==> config.mk <==
export PLATFORM = sky130hd
export DESIGN_NAME = stopwatch_ctrl
export DESIGN_NICKNAME = d
export VERILOG_FILES = /design/src/rtl/stopwatch_ctrl.sv
export SDC_FILE = /design/constraint.sdc
export NUM_CORES = 1
export LEC_CHECK = 0
export BUFFER_PORTS_ARGS = -buffer_cell sky130_fd_sc_hd__buf_2
export CORE_MARGIN = 2
export CORE_UTILIZATION = 42
export DETAILED_ROUTE_END_ITERATION = 8
export SETUP_SLACK_MARGIN = 0.4
export SLEW_MARGIN = 20
export SYNTH_ARGS = -nofsm -noshare
export SYNTH_HDL_FRONTEND = slang
export SYNTH_SLANG_ARGS = --single-unit
==> constraint.sdc <==
create_clock -name clk -period 2.43 [get_ports clk]
set_input_delay 0.243 -clock clk [delete_from_list [all_inputs] [get_ports clk]]
set_output_delay 0.243 -clock clk [all_outputs]
set_load 0.005 [all_outputs]
==> src/rtl/stopwatch_ctrl.sv <==
// Stopwatch control front-end.
// Two raw active-low pushbuttons are synchronized and debounced into single-cycle
// press events. A run/pause/idle FSM acts on those events and drives count_enable
// (prescaled tick) and sync_clr (one-cycle clear) into the downstream BCD counter chain.
module stopwatch_ctrl #(
    parameter int TICK_DIV        = 500000,
    parameter int DEBOUNCE_CYCLES = 1000000
) (
    input  logic clk,
    input  logic reset_n,
    input  logic start_stop_n,
    input  logic clear_n,
    output logic count_enable,
    output logic sync_clr,
    output logic running,
    output logic paused
);

    localparam int PW = $clog2(TICK_DIV);
    localparam int DW = $clog2(DEBOUNCE_CYCLES + 1);

    localparam logic [PW-1:0] PRESC_LAST = PW'(TICK_DIV - 1);
    // The counter flips the level on the cycle it would reach DEBOUNCE_CYCLES.
    localparam logic [DW-1:0] DB_LAST    = DW'(DEBOUNCE_CYCLES - 1);

    typedef enum logic [1:0] {
        ST_IDLE    = 2'd0,
        ST_RUNNING = 2'd1,
        ST_PAUSED  = 2'd2
    } state_t;

    // Bit 0: start/stop button, bit 1: clear button.
    logic [1:0] btn_raw;
    logic [1:0] press_evt;

    assign btn_raw = {clear_n, start_stop_n};

    generate
        for (genvar gi = 0; gi < 2; gi++) begin : g_btn
            logic          sync1_reg;
            logic          sync2_reg;
            logic          level_reg;
            logic          press_reg;
            logic [DW-1:0] cnt_reg;

            // Two-flop synchronizer, debounce counter and press-edge detector.
            always_ff @(posedge clk or negedge reset_n) begin
                if (!reset_n) begin
                    sync1_reg <= 1'b1;
                    sync2_reg <= 1'b1;
                    level_reg <= 1'b1;
                    press_reg <= 1'b0;
                    cnt_reg   <= '0;
                end else begin
                    sync1_reg <= btn_raw[gi];
                    sync2_reg <= sync1_reg;
                    press_reg <= 1'b0;
                    if (sync2_reg == level_reg) begin
                        cnt_reg <= '0;
                    end else if (cnt_reg == DB_LAST) begin
                        cnt_reg   <= '0;
                        level_reg <= sync2_reg;
                        // Only the released->pressed transition is an event.
                        press_reg <= ~sync2_reg;
                    end else begin
                        cnt_reg <= cnt_reg + 1'b1;
                    end
                end
            end

            assign press_evt[gi] = press_reg;
        end
    endgenerate

    logic start_evt;
    logic clear_evt;
    logic presc_adv;

    state_t        state_reg;
    logic [PW-1:0] presc_reg;

    assign start_evt = press_evt[0];
    assign clear_evt = press_evt[1];

    // The prescaler advances on every cycle that ends in RUNNING, except the entry
    // from IDLE; the pause edge does not count but the resume edge does, so the
    // partial tick is carried across a pause.
    assign presc_adv = ((state_reg == ST_RUNNING) && !start_evt) ||
                       ((state_reg == ST_PAUSED)  &&  start_evt);

    // Run/pause/idle FSM with prescaler and registered outputs; clear has priority.
    always_ff @(posedge clk or negedge reset_n) begin
        if (!reset_n) begin
            state_reg    <= ST_IDLE;
            presc_reg    <= '0;
            count_enable <= 1'b0;
            sync_clr     <= 1'b1;
            running      <= 1'b0;
            paused       <= 1'b0;
        end else begin
            count_enable <= 1'b0;
            sync_clr     <= 1'b0;
            if (clear_evt) begin
                state_reg <= ST_IDLE;
                presc_reg <= '0;
                sync_clr  <= 1'b1;
                running   <= 1'b0;
                paused    <= 1'b0;
            end else begin
                case (state_reg)
                    ST_IDLE: begin
                        if (start_evt) begin
                            state_reg <= ST_RUNNING;
                            running   <= 1'b1;
                            paused    <= 1'b0;
                        end
                    end
                    ST_RUNNING: begin
                        if (start_evt) begin
                            state_reg <= ST_PAUSED;
                            running   <= 1'b0;
                            paused    <= 1'b1;
                        end
                    end
                    ST_PAUSED: begin
                        if (start_evt) begin
                            state_reg <= ST_RUNNING;
                            running   <= 1'b1;
                            paused    <= 1'b0;
                        end
                    end
                    default: begin
                        state_reg <= ST_IDLE;
                        running   <= 1'b0;
                        paused    <= 1'b0;
                    end
                endcase
                if (presc_adv) begin
                    if (presc_reg == PRESC_LAST) begin
                        presc_reg    <= '0;
                        count_enable <= 1'b1;
                    end else begin
                        presc_reg <= presc_reg + 1'b1;
                    end
                end
            end
        end
    end

endmodule

Word level (Yosys, flattened, before mapping)
Cells that the tools add are included.
Widths: inputs -> output; s select.
- bits in registers: 73
- bits in latches: 0
- bits in writable memories: 0
- bits in read-only memories: 0
- bits of input ports: 4
- output and inout port bits: 4
- memories: 0
- add/subtract/negate cells: 3
- multipliers: 0
- divide/modulo/power cells: 0
- $lt $le $gt $ge: 0
- equal/unequal tests: 9
- shift operators: 0
- multiplexer cells: 25
- bitwise gates (word level): 4
- reduce and logical (&&, ||, !) cells: 10
- operator list (cell ; number):
    $mux 20 ; 4
    $mux 19 ; 3
    $add 20x1->20 const B ; 2
    $eq 20x20->1 const B ; 2
    $add 19x1->19 const B ; 1
    $eq 19x19->1 const B ; 1
    $mux 1 ; 12
    $mux 2 ; 3
    $reduce_and 2->1 ; 3
    $not 1->1 ; 4
    $pmux 1 s2 ; 2
    $pmux 2 s2 ; 1
    $ne 3x1->1 const B ; 1
    $ne 3x3->1 const B ; 1
    $eq 1x1->1 ; 2
    $eq 2x1->1 const B ; 1
    $eq 2x2->1 const B ; 1
    $logic_and 1x1->1 ; 2
    $logic_not 2->1 ; 1
    $reduce_bool 2->1 ; 1
    $reduce_or 2->1 ; 1
    $logic_not 1->1 ; 1
    $logic_or 1x1->1 ; 1

Longest topological paths before layout
Gate-level depths: netlist of run 1.
- word-level depth: 5
- mapped depth: 7

Worst setup path after synthesis of run 1
OpenSTA, ideal clock, no wires.
- path type: reg-to-reg
- start point: reg, netlist name paused
- end point: reg presc_reg[8]
- library setup time: 0.119 ns
- arrival time: 1.564 ns
- required time: 2.311 ns
- path slack: 0.748 ns
- cell stages (with the launch flop): 7
- buffers on the path: 2
- period minus slack after synthesis: 1.682 ns
- path through: dfrtp_1 -> or3b_4 -> and2_4 -> buf_6 -> o31ai_4 -> buf_4 -> nor2_1
- RTL lines (element ; RTL line ; text):
    to (signal assigned) ; 143 ; presc_reg <= presc_reg + 1'b1;
    to (decl) ; 80 ; logic [PW-1:0] presc_reg;

Worst setup path after layout of run 1
- start point: reg presc_reg[0]
- end point: reg presc_reg[5]
- longest elaborated chain between the ends: 4
- elaborated cells on any way between the ends: 5
- ends and longest elaborated chain (element ; RTL line ; text):
    $add 19x1->19 or $eq 19x19->1 (tied branches) ; 143, 139 ;
    $mux 19 (*) ; 139 ; if (presc_reg == PRESC_LAST) begin
    $mux 19 (*) ; 138 ; if (presc_adv) begin
    $mux 19 (*) ; 103 ; if (clear_evt) begin
Every way passes the cells marked *; elsewhere a longest branch is shown, timed or not. The select of a mux whose other input is x is not followed.
A chain may end at the register's enable or synchronous reset.

==> results of run 1 <==
## layer usage
layer / share of wire, % / wire (µm) / track usage, % / vias up
li1: - / - / - / 1176
met1: 50 / 3100 / 20.6 / 1165
met2: 45 / 2830 / 24.7 / 24
met3: 2.7 / 167 / 4.65 / 9
met4: 1.9 / 121 / 7.97 / 0
met5: 0 / 0 / 0 / -
## area by class of cell
type / count / area share (%)
Multi-Input combinational cell: 247 / 41.3
Timing Repair Buffer: 12 / 2.46
Sequential cell: 71 / 47.4
Inverter: 2 / 0.199
Clock inverter: 5 / 1.56
Clock buffer: 11 / 3.75
Tap cell: 102 / 3.39
## path summary, 6_finish.rpt
check / startpoint / end / slack [ns] / cells after the start
max: presc_reg[0] / presc_reg[5] / 0.54 / 5
min: g_btn[1].sync1_reg / g_btn[1].sync2_reg / 0.36 / 0
max reg2reg: presc_reg[0] / presc_reg[5] / 0.54 / 5
min reg2reg: g_btn[1].sync1_reg / g_btn[1].sync2_reg / 0.36 / 0
max in group asynchronous: reset_n / g_btn[0].level_reg / 1.26 / 3
min in group asynchronous: reset_n / presc_reg[13] / 0.44 / 2
## cells by family (layout without fill, tap and decap cells)
kind of cell	Yosys count	in the layout	share of synthesized area (%)
AOI/OAI and AO/OA	13	13	3.14
muxes	2	2	0.665
buffers and inverters	8	30	1.55
and+or+nand+nor	177	177	27.3
adders and majority gates	3	3	1.11
DFF	71	71	52.7
xor gates and xnor gates	52	52	13.5
## stage by stage
stage               worst slack [ns]  area (µm²)  hold WS [ns]  std cells  power [mW]
floorplan                      0.748        3390       -0.0526        326        1.25
global placement               0.494        3530         0.311        431        1.29
detailed placement             0.467        3530         0.315        431        1.29
CTS                            0.459        3760         0.357        450        2.25
global route                   0.407        3770         0.362        450        2.30
finish                         0.541        3770         0.356        450        2.22
## cell usage in the layout, fill, tap and decap left out, types with 2 or more instances in the layout
cell,n
clkbuf_8,10
mux2_2,2
dfstp_2,7
nor2_1,60
nor4b_1,3
a21oi_1,2
nand2_1,18
and3_1,11
nor3b_1,3
xor2_1,41
or3_1,2
nor3_1,4
ha_1,3
xnor2_1,11
buf_2,7
nand4b_1,3
nor4_1,4
dlygate4sd3_1,3
clkinvlp_4,2
nand4_1,16
inv_1,2
o21ai_0,3
dfrtp_1,64
nand3_1,31
nand3b_1,3
and4_1,9
## power by group
group / switching (mW) / internal (mW) / leakage (nW) / total [mW]
combinational: 0.0401 / 0.0185 / 0.590 / 0.0586
clock: 0.456 / 0.502 / 0.0955 / 0.958
sequential: 0.0115 / 1.20 / 0.962 / 1.21
total: 0.508 / 1.72 / 1.65 / 2.22
## what timing repair did
item	CTS	global route
setup endpoints to repair	0	14
setup buffers	0	0
endpoints found under the hold margin	29	0
gates resized for setup	0	3
hold buffers	3	0
==> insert_results.sql, run 1 <==
INSERT INTO impl_metrics (metric_group, metric, value, unit) VALUES
('status', 'run_status', 'finished, final reports clean', ''),
('layout', 'areaGrowthSynthToFinish', '11.3', '%'),
('yosys', 'fraction_of_registers_with_async_set_reset', '100', '%'),
('sta', 'finClkSkew', '0.0153', 'ns'),
('yosys', 'syn_avg_cell_area', '10.4', 'µm²'),
('sta', 'report.final.slew_viol_count', '0', ''),
('sta', 'final.min_clock_period', '1.89', 'ns'),
('yosys', 'yosys_register_bits', '71', ''),
('yosys', 'seq_area_frac_synth', '52.7', '%'),
('floorplanning', 'die_y', '93.8', 'µm'),
('grt', 'wire_length_of_the_first_global_routing_pass', '11.0', 'mm'),
('grt', 'globalRouteOverflowTotal', '0', ''),
('sta', 'finalSetupViolCount', '0', ''),
('sta', 'setup_repair_after_global_routing_missed_its_margin', 'false', ''),
('routing', 'wire_per_inst', '13.8', 'µm'),
('yosys', 'synth_nets', '333', ''),
('placed_design', 'placed_wire_length_estimate', '4.18', 'mm'),
('sta', 'tns', '0', 'ns'),
('placed_design', 'port_buffers', '7', ''),
('critical_path', 'cp_slowest_cell', 'o31ai_4', ''),
('clocking', 'skew_pair_late_insertion_delay', '0.36', 'ns'),
('critical_path', 'path_buf_inv', '0', ''),
('clocking', 'clk_path_buf_depth', '2', ''),
('layout', 'largest_register_ff_count', '40', ''),
('clocking', 'clk_root_buffer_cell', 'clkbuf_8', ''),
('run', 'max_cap_viol_count', '0', ''),
('floorplanning', 'io-pin-count', '8', ''),
('routing', 'vias_per_cell', '5.28', ''),
('grt', 'gr-usage-all-layers', '16.0', '%'),
('grt', 'grt_start_max_net_pins', '45', ''),
('clocking', 'clock_sink_count', '71', ''),
('critical_path', 'critPathCaptureType', 'flip-flop', ''),
('routing', 'ant_nets', '0', ''),
('layout', 'ff_latch_area', '1790', 'µm²'),
('placed_design', 'finalWeightedCongestion', '0.824', ''),
('routing', 'drt_first_iter_violations', '122', ''),
('layout', 'fill_cells', '762', ''),
('clocking', 'cts_htree_levels', '3', ''),
('routing', 'firstDrtPassIters', '4', ''),
('routing', 'post_route_drc', '0', ''),
('power', 'total_leakage_power', '1.65', 'nW'),
('layout', 'layout-drive-gt1-share', '11.8', '%'),
('yosys', 'synth.top_cells.by_count', 'dfrtp_1, nor2_1, xor2_1', ''),
('layout', 'final_net_count', '350', ''),
('yosys', 'post-synth-top-area-cell', 'dfrtp_1', ''),
('layout', 'final_design_utilization', '48.5', '%'),
('yosys', 'synth_top_area_share', '47.3', '%'),
('critical_path', 'crit_chain', 'ha_1 -> and4_1 -> nand3_1 -> o31ai_4 -> nor2_1', ''),
('power', 'power_per_cell_area', '590', 'nW/µm²'),
('grt', 'first_global_vias', '2450', ''),
('yosys', 'count_of_different_cell_masters_after_synthesis', '41', ''),
('yosys', 'synth.area.top_cells', 'dfrtp_1, xor2_1, nor2_1', ''),
('yosys', 'post-synth-top-count-cell', 'dfrtp_1', ''),
('critical_path', 'worst_ep_arrival_time', '2.10', 'ns'),
('critical_path', 'critical_path_class', 'flip-flop to flip-flop', ''),
('critical_path', 'critical-path-max-stage-delay', '0.58', 'ns'),
('yosys', 'synth_edf_count', '0', ''),
('layout', 'n_antenna_cell', '0', ''),
('clocking', 'tritoncts', 'done', ''),
('sta', 'fin_crit_sh', '77.7', '%'),
('layout', 'multiInputGateArea', '1560', 'µm²'),
('yosys', 'synth.yosys.warnings', '0', ''),
('floorplanning', 'core_area', '7770', 'µm²'),
('floorplanning', 'dieArea', '8800', 'µm²'),
('sta', 'worst_pin_slew', '0.651', 'ns'),
('clocking', 'path_clk_slew', '0.08', 'ns'),
('floorplanning', 'floorplan.rows', '32', ''),
('floorplanning', 'start_util', '43.6', '%'),
('sta', 'achievable-frequency', '0.529', 'GHz'),
('clocking', 'inserted_clock_buffers', '9', ''),
('power', 'ir_worst_vdd', '315', 'µV'),
('critical_path', 'critical_path.startpoint_type', 'flip-flop', ''),
('routing', 'route.vias.total', '2374', ''),
('min_path', 'hold_path.class', 'flip-flop to flip-flop', ''),
('critical_path', 'worst-endpoint-required', '2.65', 'ns'),
('yosys', 'synth_area', '3390', 'µm²'),
('yosys', 'netlist_instances', '326', ''),
('critical_path', 'critical_path_peak_fanout', '13', ''),
('critical_path', 'timing.critical_path.max_delay_family', 'compound AO/OA/AOI/OAI gates', ''),
('floorplanning', 'horizontal_die_dimension', '93.8', 'µm'),
('sta', 'slew_headroom', '56.6', '%'),
('grt', 'antenna_found_initial', '0', ''),
('routing', 'routed_wl', '6.22', 'mm'),
('sta', 'final_hold_viol_count', '0', ''),
('yosys', 'ys_dominant_reg_cell', 'dfrtp_1', '');
No activity file was read; power rests on OpenSTA's default activity.
==> inputs of run 2 (changes only) <==
==> constraint.sdc (replaced) <==
create_clock -name clk -period 1.5 [get_ports clk]
set_input_delay 0.15 -clock clk [delete_from_list [all_inputs] [get_ports clk]]
set_output_delay 0.15 -clock clk [all_outputs]
set_load 0.005 [all_outputs]
==> run 2 against run 1 <==
The run now ends with setup timing left. Total power grew 70%. Register-to-register slack lost 0.67 ns. Final cell count grew 21%. Worst setup slack lost 0.67 ns. Worst hold slack lost 0.12 ns. Critical path type unchanged. Via count grew 21%. Clock power grew 65%. Routed wire length grew 39%.
==> insert_results.sql, run 2 (synthesis results as in run 1) <==
INSERT INTO impl_metrics (metric_group, metric, value, unit) VALUES
('status', 'run_status', 'finished with violations', ''),
('status', 'failing_checks', 'setup timing', ''),
('clocking', 'clock_sink_count', '71', ''),
('grt', 'grt_start_max_net_pins', '40', ''),
('placed_design', 'placed_cells', '490', ''),
('layout', 'n_antenna_cell', '0', ''),
('sta', 'slew_headroom', '66.2', '%'),
('routing', 'wire_per_inst', '15.9', 'µm'),
('placed_design', 'port_buffers', '7', ''),
('min_path', 'hold_path.class', 'input port to async pin', ''),
('power', 'total_leakage_power', '2.21', 'nW'),
('critical_path', 'path_buf_inv', '1', ''),
('routing', 'ant_nets', '0', ''),
('layout', 'fin_cells', '543', ''),
('placed_design', 'finalWeightedCongestion', '0.799', ''),
('routing', 'route.vias.total', '2864', ''),
('clocking', 'skew_pair_late_insertion_delay', '0.35', 'ns'),
('power', 'power.sequential.fraction', '51.6', '%'),
('floorplanning', 'horizontal_die_dimension', '93.8', 'µm'),
('placed_design', 'placed_wire_length_estimate', '4.86', 'mm'),
('critical_path', 'critPathCaptureType', 'flip-flop', ''),
('clocking', 'clk_path_buf_depth', '2', ''),
('power', 'power.switching_fraction', '23.4', '%'),
('critical_path', 'critical_path_cell_count', '5', ''),
('power', 'ir_worst_vdd', '488', 'µV'),
('sta', 'finClkSkew', '0.0118', 'ns'),
('layout', 'final_net_count', '444', ''),
('grt', 'globalRouteOverflowTotal', '0', ''),
('critical_path', 'worstReg2RegStart', 'paused', ''),
('sta', 'finalHoldWorstSlack', '0.237', 'ns'),
('floorplanning', 'floorplan.rows', '32', ''),
('sta', 'worst_pin_slew', '0.506', 'ns'),
('sta', 'achievable-frequency', '0.613', 'GHz'),
('floorplanning', 'io-pin-count', '8', ''),
('layout', 'layout_commonest_cell', 'buf_4', ''),
('critical_path', 'critPathCapture', 'presc_reg[3]', ''),
('critical_path', 'worst_ep_arrival_time', '1.87', 'ns'),
('critical_path', 'cp_slowest_cell', 'or3b_4', ''),
('critical_path', 'critical_path_peak_fanout', '7', ''),
('clocking', 'path_clk_slew', '0.08', 'ns'),
('clocking', 'clk_root_buffer_cell', 'clkbuf_8', ''),
('run', 'max_cap_viol_count', '0', ''),
('critical_path', 'critical_path.startpoint', 'paused', ''),
('critical_path', 'rr_endpoint', 'presc_reg[3]', ''),
('power', 'power_report.internal_total', '2.90', 'mW'),
('critical_path', 'worst-endpoint-required', '1.74', 'ns'),
('floorplanning', 'core_area', '7770', 'µm²'),
('critical_path', 'critical-path-max-stage-delay', '0.43', 'ns'),
('layout', 'areaGrowthSynthToFinish', '55.0', '%'),
('sta', 'final_hold_viol_count', '0', ''),
('clocking', 'tritoncts', 'done', ''),
('critical_path', 'timing.critical_path.max_delay_family', 'simple AND/OR/NAND/NOR gates', ''),
('sta', 'setup_repair_after_global_routing_missed_its_margin', 'true', ''),
('floorplanning', 'start_util', '43.6', '%'),
('sta', 'final.min_clock_period', '1.63', 'ns'),
('critical_path', 'r2r_setup_slack', '-0.13', 'ns'),
('routing', 'post_route_drc', '0', ''),
('routing', 'drt_first_iter_violations', '120', ''),
('sta', 'fin_crit_sh', '109', '%'),
('sta', 'setup_slack', '-0.132', 'ns'),
('sta', 'report.final.slew_viol_count', '0', ''),
('floorplanning', 'dieArea', '8800', 'µm²'),
('grt', 'wire_length_of_the_first_global_routing_pass', '14.6', 'mm'),
('layout', 'layout.cells.most_common_list', 'buf_4, dfrtp_1, xor2_1', ''),
('routing', 'vias_per_cell', '5.27', ''),
('critical_path', 'critical_path_class', 'flip-flop to flip-flop', ''),
('power', 'switching_power', '887', 'µW'),
('critical_path', 'critical_path.startpoint_type', 'flip-flop', ''),
('routing', 'routed_wl', '8.62', 'mm'),
('sta', 'finalSetupViolCount', '45', ''),
('critical_path', 'crit_chain', 'or3b_4 -> and2_4 -> o31ai_4 -> buf_6 -> nor2_2', ''),
('grt', 'antenna_found_initial', '0', ''),
('grt', 'gr-usage-all-layers', '21.3', '%'),
('grt', 'first_global_vias', '3063', ''),
('power', 'clock_power_share', '41.7', '%'),
('routing', 'firstDrtPassIters', '4', ''),
('clocking', 'inserted_clock_buffers', '9', ''),
('floorplanning', 'die_y', '93.8', 'µm'),
('clocking', 'cts_htree_levels', '3', ''),
('layout', 'largest_register_ff_count', '40', ''),
('layout', 'layout-drive-gt1-share', '51.7', '%'),
('critical_path', 'timing.reg2reg.worst_path_depth', '5', ''),
('power', 'power_per_cell_area', '721', 'nW/µm²'),
('power', 'finalPower', '3.78', 'mW'),
('power', 'relative_contribution_of_combinational_cells_to_total_power', '6.7', '%');
run 2: cell type report:
| type | count | area (µm²) |
|---|---|---|
| tap | 102 | 128 |
| clock inverter | 4 | 45.0 |
| multi-input combinational | 250 | 2180 |
| sequential | 71 | 1790 |
| timing repair buffer | 103 | 942 |
| fill | 575 | 2520 |
| clock buffer | 11 | 151 |
| inverter | 2 | 7.51 |
run 2: through the flow:
stage / util, % / TNS [ns] / cell area (µm²) / setup slack [ns]
global placement: 52.4 / -3.01 / 4070 / -0.148
detailed placement: 52.4 / -3.10 / 4070 / -0.180
CTS: 63.9 / -1.54 / 4960 / -0.0987
global route: 67.6 / -7.13 / 5250 / -0.186
floorplan: - / -2.08 / 3490 / -0.136
finish: 67.6 / -3.04 / 5250 / -0.132
run 2: timing repair:
item	CTS	global route
pin swaps	24	15
resized for setup	92	43
cloned	4	2
hold buffers	3	0
endpoints found under the setup margin	67	69
buffers inserted	21	8
endpoints found under the hold margin	14	0
run 2: worst reg2reg max path, stage by stage (launching register included):
cell and delay (ns):
dfrtp_1 0.40, or3b_4 0.43, and2_4 0.19, o31ai_4 0.29, buf_6 0.17, nor2_2 0.04
run 2: layer usage:
metal | track usage, % | up-vias | share of wire, %
li1 | - | 1360 | -
met1 | 26.3 | 1455 | 43
met2 | 36.9 | 35 | 53
met3 | 3.69 | 14 | 2.3
met4 | 8.57 | 0 | 1.9
met5 | 0 | - | 0
run 2: worst min-delay path by stage:
stage / start / to / cells past startpoint
after floorplan: reset_n / clear_evt / 0
after global placement: reset_n / presc_reg[17] / 1
after detailed placement: reset_n / presc_reg[17] / 1
after CTS: reset_n / presc_reg[17] / 2
after global routing: reset_n / presc_reg[17] / 2
final: reset_n / presc_reg[17] / 2
run 2: power by group through the flow:
stage                     Sequential [mW]  Combinational [mW]  Clock (mW)
after floorplan                      1.99              0.0408           0
after global placement               1.98               0.131           0
after detailed placement             1.98               0.133           0
after CTS                            1.95               0.223        1.59
after global routing                 1.95               0.276        1.68
final                                1.95               0.253        1.58
==> inputs of run 3 (changes only) <==
--- a/config.mk
+++ b/config.mk
@@ -9,6 +9,7 @@
 export CORE_MARGIN = 2
 export CORE_UTILIZATION = 42
 export DETAILED_ROUTE_END_ITERATION = 8
+export MAX_ROUTING_LAYER = met4
 export SETUP_SLACK_MARGIN = 0.4
 export SLEW_MARGIN = 20
 export SYNTH_ARGS = -nofsm -noshare
==> run 3 against run 2 <==
Die area stayed put. Global-route usage up 0.62 points. Sequential share of layout area increased by 0.090 points. Count of clock-buffer cells in the layout unchanged. Total power fell by 0.44%. The flow still finishes with violations (setup timing). Sequential power is essentially flat. Worst hold slack better by 0.00085 ns. Maximum frequency shrank 0.16%. Clock power is essentially flat. Utilization shrank 0.18 points. Worst setup slack worse by 0.0026 ns.
==> insert_results.sql, run 3 (synthesis results as in run 1) <==
INSERT INTO impl_metrics (metric_group, metric, value, unit) VALUES
('floorplanning', 'core_area', '7770', 'µm²'),
('critical_path', 'critical_path.startpoint_type', 'flip-flop', ''),
('placed_design', 'finalWeightedCongestion', '0.810', ''),
('min_path', 'hold_path.class', 'input port to async pin', ''),
('floorplanning', 'floorplan.rows', '32', ''),
('placed_design', 'port_buffers', '7', ''),
('floorplanning', 'dieArea', '8800', 'µm²'),
('floorplanning', 'die_y', '93.8', 'µm'),
('sta', 'final.min_clock_period', '1.63', 'ns'),
('sta', 'report.final.slew_viol_count', '0', ''),
('clocking', 'cts_htree_levels', '3', ''),
('layout', 'n_antenna_cell', '0', ''),
('layout', 'fill_cells', '576', ''),
('clocking', 'path_clk_slew', '0.08', 'ns'),
('clocking', 'tritoncts', 'done', ''),
('routing', 'wire_per_inst', '15.8', 'µm'),
('power', 'ir_worst_vdd', '480', 'µV'),
('power', 'clock_power_share', '41.5', '%'),
('critical_path', 'critical_path_peak_fanout', '7', ''),
('power', 'power.sequential.fraction', '51.8', '%'),
('grt', 'grt_start_max_net_pins', '40', ''),
('sta', 'finalSetupViolCount', '51', ''),
('floorplanning', 'io-pin-count', '8', ''),
('layout', 'layout.cells.most_common_list', 'buf_4, dfrtp_1, xor2_1', ''),
('grt', 'gr-usage-all-layers', '21.9', '%'),
('grt', 'first_global_vias', '3067', ''),
('critical_path', 'cp_slowest_cell', 'or3b_4', ''),
('grt', 'antenna_found_initial', '0', ''),
('critical_path', 'timing.reg2reg.worst_path_depth', '5', ''),
('placed_design', 'dp_worst_setup_slack', '-0.180', 'ns'),
('clocking', 'clk_path_buf_depth', '2', ''),
('clocking', 'inserted_clock_buffers', '9', ''),
('status', 'run_status', 'finished with violations', ''),
('power', 'switching_power', '871', 'µW'),
('layout', 'multiInputGateArea', '2180', 'µm²'),
('sta', 'fin_crit_sh', '109', '%'),
('routing', 'post_route_drc', '0', ''),
('layout', 'layout-drive-gt1-share', '51.4', '%'),
('layout', 'ff_latch_area', '1790', 'µm²'),
('layout', 'layout_commonest_cell', 'buf_4', ''),
('sta', 'worst_pin_slew', '0.506', 'ns'),
('clocking', 'clk_root_buffer_cell', 'clkbuf_8', ''),
('placed_design', 'placed_cells', '490', ''),
('run', 'max_cap_viol_count', '0', ''),
('layout', 'largest_register_ff_count', '40', ''),
('routing', 'routed_wl', '8.55', 'mm'),
('routing', 'vias_per_cell', '5.27', ''),
('routing', 'firstDrtPassIters', '4', ''),
('sta', 'setup_slack', '-0.134', 'ns'),
('sta', 'tns', '-3.06', 'ns'),
('sta', 'achievable-frequency', '0.612', 'GHz'),
('clocking', 'skew_pair_late_insertion_delay', '0.35', 'ns'),
('floorplanning', 'start_util', '43.6', '%'),
('critical_path', 'path_buf_inv', '1', ''),
('placed_design', 'placed_wire_length_estimate', '4.86', 'mm'),
('floorplanning', 'horizontal_die_dimension', '93.8', 'µm'),
('power', 'total_leakage_power', '2.20', 'nW'),
('sta', 'final_hold_viol_count', '0', ''),
('power', 'power_per_cell_area', '720', 'nW/µm²'),
('power', 'power.switching_fraction', '23.1', '%'),
('layout', 'areaGrowthSynthToFinish', '54.6', '%'),
('layout', 'fin_cells', '542', ''),
('critical_path', 'worst-endpoint-required', '1.74', 'ns'),
('layout', 'final_design_utilization', '67.4', '%'),
('grt', 'wire_length_of_the_first_global_routing_pass', '14.6', 'mm'),
('critical_path', 'timing.critical_path.max_delay_family', 'simple AND/OR/NAND/NOR gates', ''),
('critical_path', 'critical_path_class', 'flip-flop to flip-flop', ''),
('layout', 'final_net_count', '443', ''),
('routing', 'drt_first_iter_violations', '104', ''),
('critical_path', 'worstReg2RegStart', 'paused', ''),
('critical_path', 'critPathCaptureType', 'flip-flop', ''),
('sta', 'setup_repair_after_global_routing_missed_its_margin', 'true', ''),
('power', 'power_report.internal_total', '2.90', 'mW'),
('grt', 'globalRouteOverflowTotal', '0', ''),
('routing', 'route.vias.total', '2859', ''),
('critical_path', 'worst_ep_arrival_time', '1.87', 'ns'),
('power', 'finalPower', '3.77', 'mW'),
('sta', 'slew_headroom', '66.2', '%'),
('critical_path', 'rr_endpoint', 'presc_reg[3]', ''),
('clocking', 'clock_sink_count', '71', ''),
('critical_path', 'r2r_setup_slack', '-0.13', 'ns'),
('critical_path', 'critical-path-max-stage-delay', '0.43', 'ns'),
('critical_path', 'crit_chain', 'or3b_4 -> and2_4 -> o31ai_4 -> buf_6 -> nor2_2', ''),
('routing', 'ant_nets', '0', ''),
('sta', 'finClkSkew', '0.0116', 'ns'),
('power', 'relative_contribution_of_combinational_cells_to_total_power', '6.7', '%'),
('status', 'failing_checks', 'setup timing', '');
==> run 3: cell type report <==
| type | instances | share of cell area [%] |
|---|---|---|
| Multi-Input combinational cell | 250 | 41.7 |
| Clock inverter | 4 | 0.861 |
| Inverter | 2 | 0.143 |
| Timing Repair Buffer | 102 | 17.8 |
| Tap cell | 102 | 2.44 |
| Sequential cell | 71 | 34.2 |
| Clock buffer | 11 | 2.89 |
==> run 3: worst max-delay path by stage <==
stage	startpoint	end	slack [ns]	cells past startpoint
after detailed placement	g_btn[0].press_reg	presc_reg[18]	-0.18	5
after global placement	g_btn[0].press_reg	presc_reg[18]	-0.15	5
final	paused	presc_reg[3]	-0.13	5
after global routing	paused	presc_reg[18]	-0.20	5
after CTS	presc_reg[10]	presc_reg[3]	-0.1	6
after floorplan	g_btn[0].press_reg	presc_reg[17]	-0.14	6
==> run 3: layer usage <==
metal / vias to the layer above / global-route usage [%] / wire length (µm)
met5: - / - / 0
met4: 0 / 7.49 / 171
met3: 14 / 4.41 / 211
met2: 35 / 36.8 / 4530
met1: 1454 / 26.4 / 3650
li1: 1356 / - / -
==> run 3: through the flow <==
stage / hold slack, ns / cell area (µm²)
2_1_floorplan: -0.146 / 3490
3_3_place_gp: 0.0795 / 4070
3_5_place_dp: 0.0839 / 4070
4_1_cts: 0.249 / 4960
5_1_grt: 0.280 / 5230
6_report: 0.237 / 5230
==> run 3: worst reg2reg max path: stages (launching register included) <==
cell and delay, ns:
dfrtp_1 0.40, or3b_4 0.43, and2_4 0.19, o31ai_4 0.29, buf_6 0.17, nor2_2 0.04
==> run 3: repair_timing <==
| action | in CTS | in global routing |
|---|---|---|
| hold buffers | 3 | 0 |
| buffers inserted | 21 | 7 |
| endpoints found under the setup margin | 67 | 69 |
| endpoints found under the hold margin | 14 | 0 |
| pin swaps | 24 | 17 |
| gates resized for setup | 92 | 41 |
| gates cloned | 4 | 2 |
==> run 3: power by group through the flow <==
stage               clock network [mW]  registers [mW]  logic, mW
floorplan                            0            1.99     0.0408
global placement                     0            1.98      0.131
detailed placement                   0            1.98      0.133
CTS                               1.59            1.95      0.223
global route                      1.68            1.95      0.275
finish                            1.56            1.95      0.253
